## config.mk

```make
export PLATFORM = sky130hd
export DESIGN_NAME = cond_logic_it
export DESIGN_NICKNAME = d
export VERILOG_FILES = /design/src/rtl/cond_logic_it.sv
export SDC_FILE = /design/constraint.sdc
export NUM_CORES = 1
export LEC_CHECK = 0
export CORE_MARGIN = 2
export CORE_UTILIZATION = 45
export CTS_BUF_LIST = sky130_fd_sc_hd__clkbuf_4 sky130_fd_sc_hd__clkbuf_8 sky130_fd_sc_hd__clkbuf_16
export CTS_CLUSTER_DIAMETER = 100
export DETAILED_ROUTE_END_ITERATION = 10
export MAX_ROUTING_LAYER = met4
export PLACE_DENSITY = 0.77
export SETUP_SLACK_MARGIN = 0.2
export SLEW_MARGIN = 20
export SYNTH_ARGS = -nofsm -noshare
export SYNTH_HDL_FRONTEND = slang
export SYNTH_SLANG_ARGS = --single-unit
```

## constraint.sdc

```tcl
create_clock -name CLK -period 3.4 [get_ports CLK]
set_clock_uncertainty 0.2 [all_clocks]
set_input_delay 0.68 -clock CLK [delete_from_list [all_inputs] [get_ports CLK]]
set_output_delay 0.68 -clock CLK [all_outputs]
set_load 0.02 [all_outputs]
```

## src/rtl/cond_logic_it.sv

```systemverilog
// cond_logic_it
//   Conditional-execution unit between decoder and datapath. Holds the NZCV
//   flags, evaluates the condition field, and gates PCSrc/RegWrite/MemWrite.
//   Bubbles (Valid=0) freeze all state. Thumb-style IT blocks predicate the
//   next 1..IT_DEPTH valid instructions with then/else variants of one base
//   condition.
// Ports
//   CLK, reset        : clock (rising edge), async active-low reset
//   Valid             : instruction is real
//   PCS/RegW/MemW     : decoder write requests
//   NoWrite           : compare-class, suppresses RegWrite
//   FlagW[1:0]        : [1] loads N,Z  [0] loads C,V
//   ALUFlags          : {N,Z,C,V} from ALU
//   Cond              : instruction condition field
//   ITStart/ITCond/ITLen/ITMask : IT instruction fields
//   PCSrc/RegWrite/MemWrite     : gated writes
//   CondEx            : condition passed (and Valid)
//   Flags             : registered {N,Z,C,V}
//   ITActive/ITRemain : IT block in progress / slots left
//   ITErr             : sticky malformed-IT flag
module cond_logic_it #(
   parameter int IT_DEPTH = 4,
   parameter int LEN_W    = $clog2(IT_DEPTH + 1)
) (
   input  logic                CLK,
   input  logic                reset,
   input  logic                Valid,
   input  logic                PCS,
   input  logic                RegW,
   input  logic                MemW,
   input  logic                NoWrite,
   input  logic [1:0]          FlagW,
   input  logic [3:0]          ALUFlags,
   input  logic [3:0]          Cond,
   input  logic                ITStart,
   input  logic [3:0]          ITCond,
   input  logic [LEN_W-1:0]    ITLen,
   input  logic [IT_DEPTH-1:0] ITMask,
   output logic                PCSrc,
   output logic                RegWrite,
   output logic                MemWrite,
   output logic                CondEx,
   output logic [3:0]          Flags,
   output logic                ITActive,
   output logic [LEN_W-1:0]    ITRemain,
   output logic                ITErr
);

   typedef enum logic {IDLE = 1'b0, ACTIVE = 1'b1} state_t;

   localparam logic [LEN_W-1:0] DEPTH_L = LEN_W'(IT_DEPTH);

   state_t              state_q, state_d;
   logic [3:0]          flags_q, flags_d;
   logic [3:0]          it_cond_q, it_cond_d;
   logic [IT_DEPTH-1:0] mask_q, mask_d;
   logic [LEN_W-1:0]    slot_q, slot_d;
   logic [LEN_W-1:0]    remain_q, remain_d;
   logic                err_q, err_d;

   logic       mask_bit;
   logic [3:0] ec;
   logic       pass;
   logic       it_instr;
   logic       len_ok;
   logic       n_f, z_f, c_f, v_f;

   assign {n_f, z_f, c_f, v_f} = flags_q;

   // Effective condition: inside an IT block the base condition is flipped
   // in its LSB for "else" slots, except for AL where flipping would give
   // the 1111 encoding rather than a true inverse.
   always_comb begin
      mask_bit = 1'b0;
      for (int i = 0; i < IT_DEPTH; i++)
         if (slot_q == LEN_W'(i)) mask_bit = mask_q[i];
      ec = Cond;
      if (state_q == ACTIVE) begin
         ec = it_cond_q;
         if (it_cond_q != 4'b1110) ec[0] = it_cond_q[0] ^ mask_bit;
      end
   end

   always_comb begin
      pass = 1'b1;
      case (ec)
         4'b0000: pass = z_f;
         4'b0001: pass = !z_f;
         4'b0010: pass = c_f;
         4'b0011: pass = !c_f;
         4'b0100: pass = n_f;
         4'b0101: pass = !n_f;
         4'b0110: pass = v_f;
         4'b0111: pass = !v_f;
         4'b1000: pass = c_f & !z_f;
         4'b1001: pass = !c_f | z_f;
         4'b1010: pass = (n_f == v_f);
         4'b1011: pass = (n_f != v_f);
         4'b1100: pass = !z_f & (n_f == v_f);
         4'b1101: pass = z_f | (n_f != v_f);
         default: pass = 1'b1;
      endcase
   end

   // An IT instruction only opens a block from IDLE; inside a block it is an
   // ordinary predicated slot.
   assign it_instr = Valid & ITStart & (state_q == IDLE);
   assign len_ok   = (ITLen != '0) && (ITLen <= DEPTH_L);

   assign CondEx   = Valid & pass;
   assign PCSrc    = PCS  & CondEx & !it_instr;
   assign RegWrite = RegW & CondEx & !NoWrite & !it_instr;
   assign MemWrite = MemW & CondEx & !it_instr;

   always_comb begin
      state_d   = state_q;
      flags_d   = flags_q;
      it_cond_d = it_cond_q;
      mask_d    = mask_q;
      slot_d    = slot_q;
      remain_d  = remain_q;
      err_d     = err_q;

      if (FlagW[1] & CondEx & !it_instr) flags_d[3:2] = ALUFlags[3:2];
      if (FlagW[0] & CondEx & !it_instr) flags_d[1:0] = ALUFlags[1:0];

      case (state_q)
         IDLE: begin
            if (it_instr) begin
               if (len_ok) begin
                  state_d   = ACTIVE;
                  it_cond_d = ITCond;
                  mask_d    = ITMask;
                  mask_d[0] = 1'b0;   // slot 0 is always "then"
                  slot_d    = '0;
                  remain_d  = ITLen;
               end else begin
                  err_d = 1'b1;
               end
            end
         end
         ACTIVE: begin
            if (Valid) begin
               if (ITStart) err_d = 1'b1;
               // A taken branch leaves the block; remaining slots are dropped.
               if (PCSrc || remain_q == LEN_W'(1)) begin
                  state_d  = IDLE;
                  slot_d   = '0;
                  remain_d = '0;
               end else begin
                  slot_d   = slot_q + LEN_W'(1);
                  remain_d = remain_q - LEN_W'(1);
               end
            end
         end
         default: state_d = IDLE;
      endcase
   end

   always_ff @(posedge CLK or negedge reset) begin
      if (!reset) begin
         state_q   <= IDLE;
         flags_q   <= '0;
         it_cond_q <= '0;
         mask_q    <= '0;
         slot_q    <= '0;
         remain_q  <= '0;
         err_q     <= 1'b0;
      end else begin
         state_q   <= state_d;
         flags_q   <= flags_d;
         it_cond_q <= it_cond_d;
         mask_q    <= mask_d;
         slot_q    <= slot_d;
         remain_q  <= remain_d;
         err_q     <= err_d;
      end
   end

   assign Flags    = flags_q;
   assign ITActive = (state_q == ACTIVE);
   assign ITRemain = remain_q;
   assign ITErr    = err_q;

endmodule

```

==> impl_results.md <==
- Worst vdd ir: between 0.6 and 0.7 mV
- Area taken by multi-input logic gates: between 700 and 800 um2
- Power density cells: slightly above 900 mW/mm2
- Mux contribution to synthesized area: around 18%
- I/O Pins: 42
- IO Port Bufs: 40
- CTS Buffer Depth: 2
- Synth top area share: about two fifths
- DR iter-0 viols: 39
- CTS tree: built
- CP Max Fanout: 4
- Layout area overhead: 50.8%
- Top post-synthesis cells by area: dfrtp_1 (38%), mux2_2 (7.2%), ha_1 (6.0%)
- Total gr overflow: 0
- Worst-skew pair later-pin latency: 0.30 ns
- Post-synthesis adder-cell area fraction: 6.02%
- Worst min path class: flip-flop to flip-flop
- Outcome: complete, but fails checks
- Vias per Instance: around 5.7
- Crit. End Element: output pin
- Min Tclk post-route: 3.54 ns
- Max Fclk: between 200 and 300 MHz
- Hold-fix buffers, CTS: 0
- Slew Viols, Final: 0
- Net Sw Power: between 0.0007 and 0.0008 W
- Yosys synthesis warning count: 0
- Antenna viol nets, final: 0
- Root buf cell: clkbuf_4
- Crit path largest cell delay: 0.44 ns
- Failing checks: negative setup slack
- WP buf/inv: 2
- Pre-Repair DR Iteration Count: 4
- WL final: between 3 and 4 mm
- # fillers: 208
- TritonCTS Buffers: 3
- Post-Syn Nets: approximately 150
- Fin Setup TNS: -0.417 ns
- Vias: ~1200
- Initial antenna violation count: 0
- Comb pwr share: about 67%
- Worst rel slew slack: just under 40%
- Clock transition at path regs: ~0.11 ns
- Register bit count reported by yosys: 19
- Synth Area in Compound Gates: between 10% and 20%
- Setup WS pre-CTS: -0.682 ns
- Post-synthesis simple-gate area fraction: between 15 and 20%
- Syn avg cell area: ~11 um2
- Worst path top cell family by delay: simple AND/OR/NAND/NOR gates
- CTS sink cnt: 19
- Final Core Density: about 70%
- Ys flop type: dfrtp_1
- Setup WS post-layout: -0.137 ns
- Die width: 56.7 um
- Register share of total power: a little over a quarter
- Clock power share: roughly 6.7%
- Drt drc: 0
- DIE AREA: roughly 0.0032 mm2
- RePlAce Congestion: between 0.8 and 0.9
- H-Tree Depth: 1
- Final setup fails: 4
- XOR/XNOR Fraction of Synth Area: 1.40%
- Arrival time at the worst endpoint: ~2.7 ns
- Share of cells above drive strength 1: ~27%
- Non-Filler Instances: roughly 200
- Sequential cell area fraction in the yosys report: between 30% and 40%
- Power Internal: a little over 0.001 W
- Vias in the first global route: 1182
- Yosys top cell by area: dfrtp_1
- CP Data Required Time: between 2 and 3 ns
- Hpwl dp: 2.53 mm
- Drt wl/cell: roughly 16 um
- Distinct cells, synth: between 40 and 50
- Startpoint Class: input port
- Final period utilization: 104%
- Unrepaired setup endpoints after global routing: yes
- First-pass GRT wire length: about 5.6 mm
- Row cnt: 19
- CORE AREA: between 0.002 and 0.003 mm2
- Starting Density: a little under half
- Sw frac: a little over two fifths
- Crit path kind: input port to output pin
- Reg area: about 480 um2
- Total placed cells including tap cells: 200
- Largest family of logic cells by synthesized area: multiplexers
- Nets@finish: roughly 210
- Pwr Total: roughly 0.0017 W
- Post-synth EDFFs: 0
- Post-synth ARST share: between 90% and 100%
- Mapped Area: 0.00125 mm2
- Diodes inserted: 0
- Largest net degree at the start of global routing: 20
- Number of max-cap violations: 0
- Mapped Cells: roughly 120
- Total track usage: roughly 23%
- Final Hold Fails: 0
- Leak: 0.825 nW
- Slowest cell on the critical path: clkdlybuf4s50_1
- Critical Path, Cell by Cell: clkdlybuf4s50_1, and3b_2, o31ai_1, a21oi_1, a22o_1, mux2i_2, and2_4, and4b_2, buf_6
- Die height: between 50 and 60 um
- Worst Max-Slew Pin Slew: roughly 0.91 ns
synth_stat cells, types with 3 or more instances:
cell type  instances
dfrtp_1           19
inv_1             12
a21oi_1            8
mux2_2             8
ha_1               6
a22o_1             4
mux2_1             4
mux2i_1            4
nand2_1            4
nor3_1             4
and2_1             3
and3_1             3
nand4_1            3
timing repair:
| item | 4_1_cts | 5_1_grt |
|---|---|---|
| pin swaps | 7 | 5 |
| setup buffers | 1 | 1 |
| resized for setup | 26 | 5 |
| setup endpoints to repair | 4 | 4 |
cell usage in the layout, fill, tap and decap left out, types with 2 or more instances in the layout:
master	netlist	routed
a22o_1	4	4
mux2_1	4	4
ha_1	6	4
dlygate4sd2_1	0	2
clkdlybuf4s50_1	0	35
nor3b_1	2	2
nor3_1	4	4
buf_6	1	3
a221oi_2	1	2
a21oi_1	8	7
mux2i_4	1	2
and3_1	3	3
nand4_1	3	3
and2_1	3	2
buf_4	0	15
nand3_1	2	2
dfrtp_1	19	19
inv_1	12	12
o31ai_1	2	2
mux2_2	8	8
nand2_1	4	4
a21oi_2	1	2
nor4bb_4	0	2
nor2_1	2	2
mux2i_1	4	4
clkbuf_4	0	3
worst paths after layout:
check                           startpoint         to  slack, ns  cells past startpoint
worst max-delay path               Cond[3]   RegWrite      -0.14                      9
worst min-delay path                 ITErr      ITErr       0.29                      1
worst max register to register   slot_q[1]   Flags[3]       0.44                     12
worst min register to register       ITErr      ITErr       0.29                      1
max in group asynchronous            reset   Flags[3]       1.76                      1
min in group asynchronous            reset  mask_q[2]       0.68                      1
worst reg2reg max path: cells and delay by family (launching register included):
kind | cells | cell delay (ns)
muxes | 3 | 0.79
AOI/OAI and AO/OA | 2 | 0.28
buffers and inverters | 3 | 0.35
DFF | 1 | 0.41
and+or+nand+nor | 2 | 0.42
adders and majority gates | 2 | 0.41
layout make-up:
type | instances | area share, %
Clock buffer | 3 | 1.20
Clock inverter | 1 | 0.266
Inverter | 12 | 2.40
Multi-Input combinational cell | 85 | 41.5
Sequential cell | 19 | 25.3
Tap cell | 31 | 2.06
Timing Repair Buffer | 55 | 27.3
registers in the layout, summed over array words and instances, names as in the netlist:
| name | cells |
|---|---|
| it_cond_q | 4 |
| ITActive | 1 |
| slot_q | 3 |
| Flags | 4 |
| ITErr | 1 |
| mask_q | 3 |
| ITRemain | 3 |
power by group through the flow:
stage                     Sequential (W)  Combinational, W  Clock (W)
after CTS                       0.000445           0.00109   0.000121
final                           0.000451           0.00117   0.000117
after global routing            0.000466           0.00125   0.000130
after floorplan                 0.000483          0.000584          0
after detailed placement        0.000443           0.00104          0
after global placement          0.000433          0.000995          0
metrics by stage:
| stage | hold WS, ns | area [um2] |
|---|---|---|
| detailed placement | 0.270 | 1770 |
| finish | 0.292 | 1880 |
| CTS | 0.299 | 1840 |
| global route | 0.327 | 1880 |
| global placement | 0.254 | 1770 |
| floorplan | 0.184 | 1250 |
cells by family after synthesis:
kind of cell	count (synthesis)
simple gates	32
xor+xnor	2
flops	19
fa+ha+maj	6
mux	19
compound gates	26
buf+inv	14
per-layer routing:
layer | vias to the layer above | GRT usage [%] | share of wire [%]
met4 | 0 | 5.10 | 0.86
li1 | 551 | - | -
met2 | 31 | 43.0 | 57
met1 | 590 | 25.2 | 39
met3 | 4 | 2.53 | 3.6
met5 | - | - | 0
(Power assumes the default switching activity.)
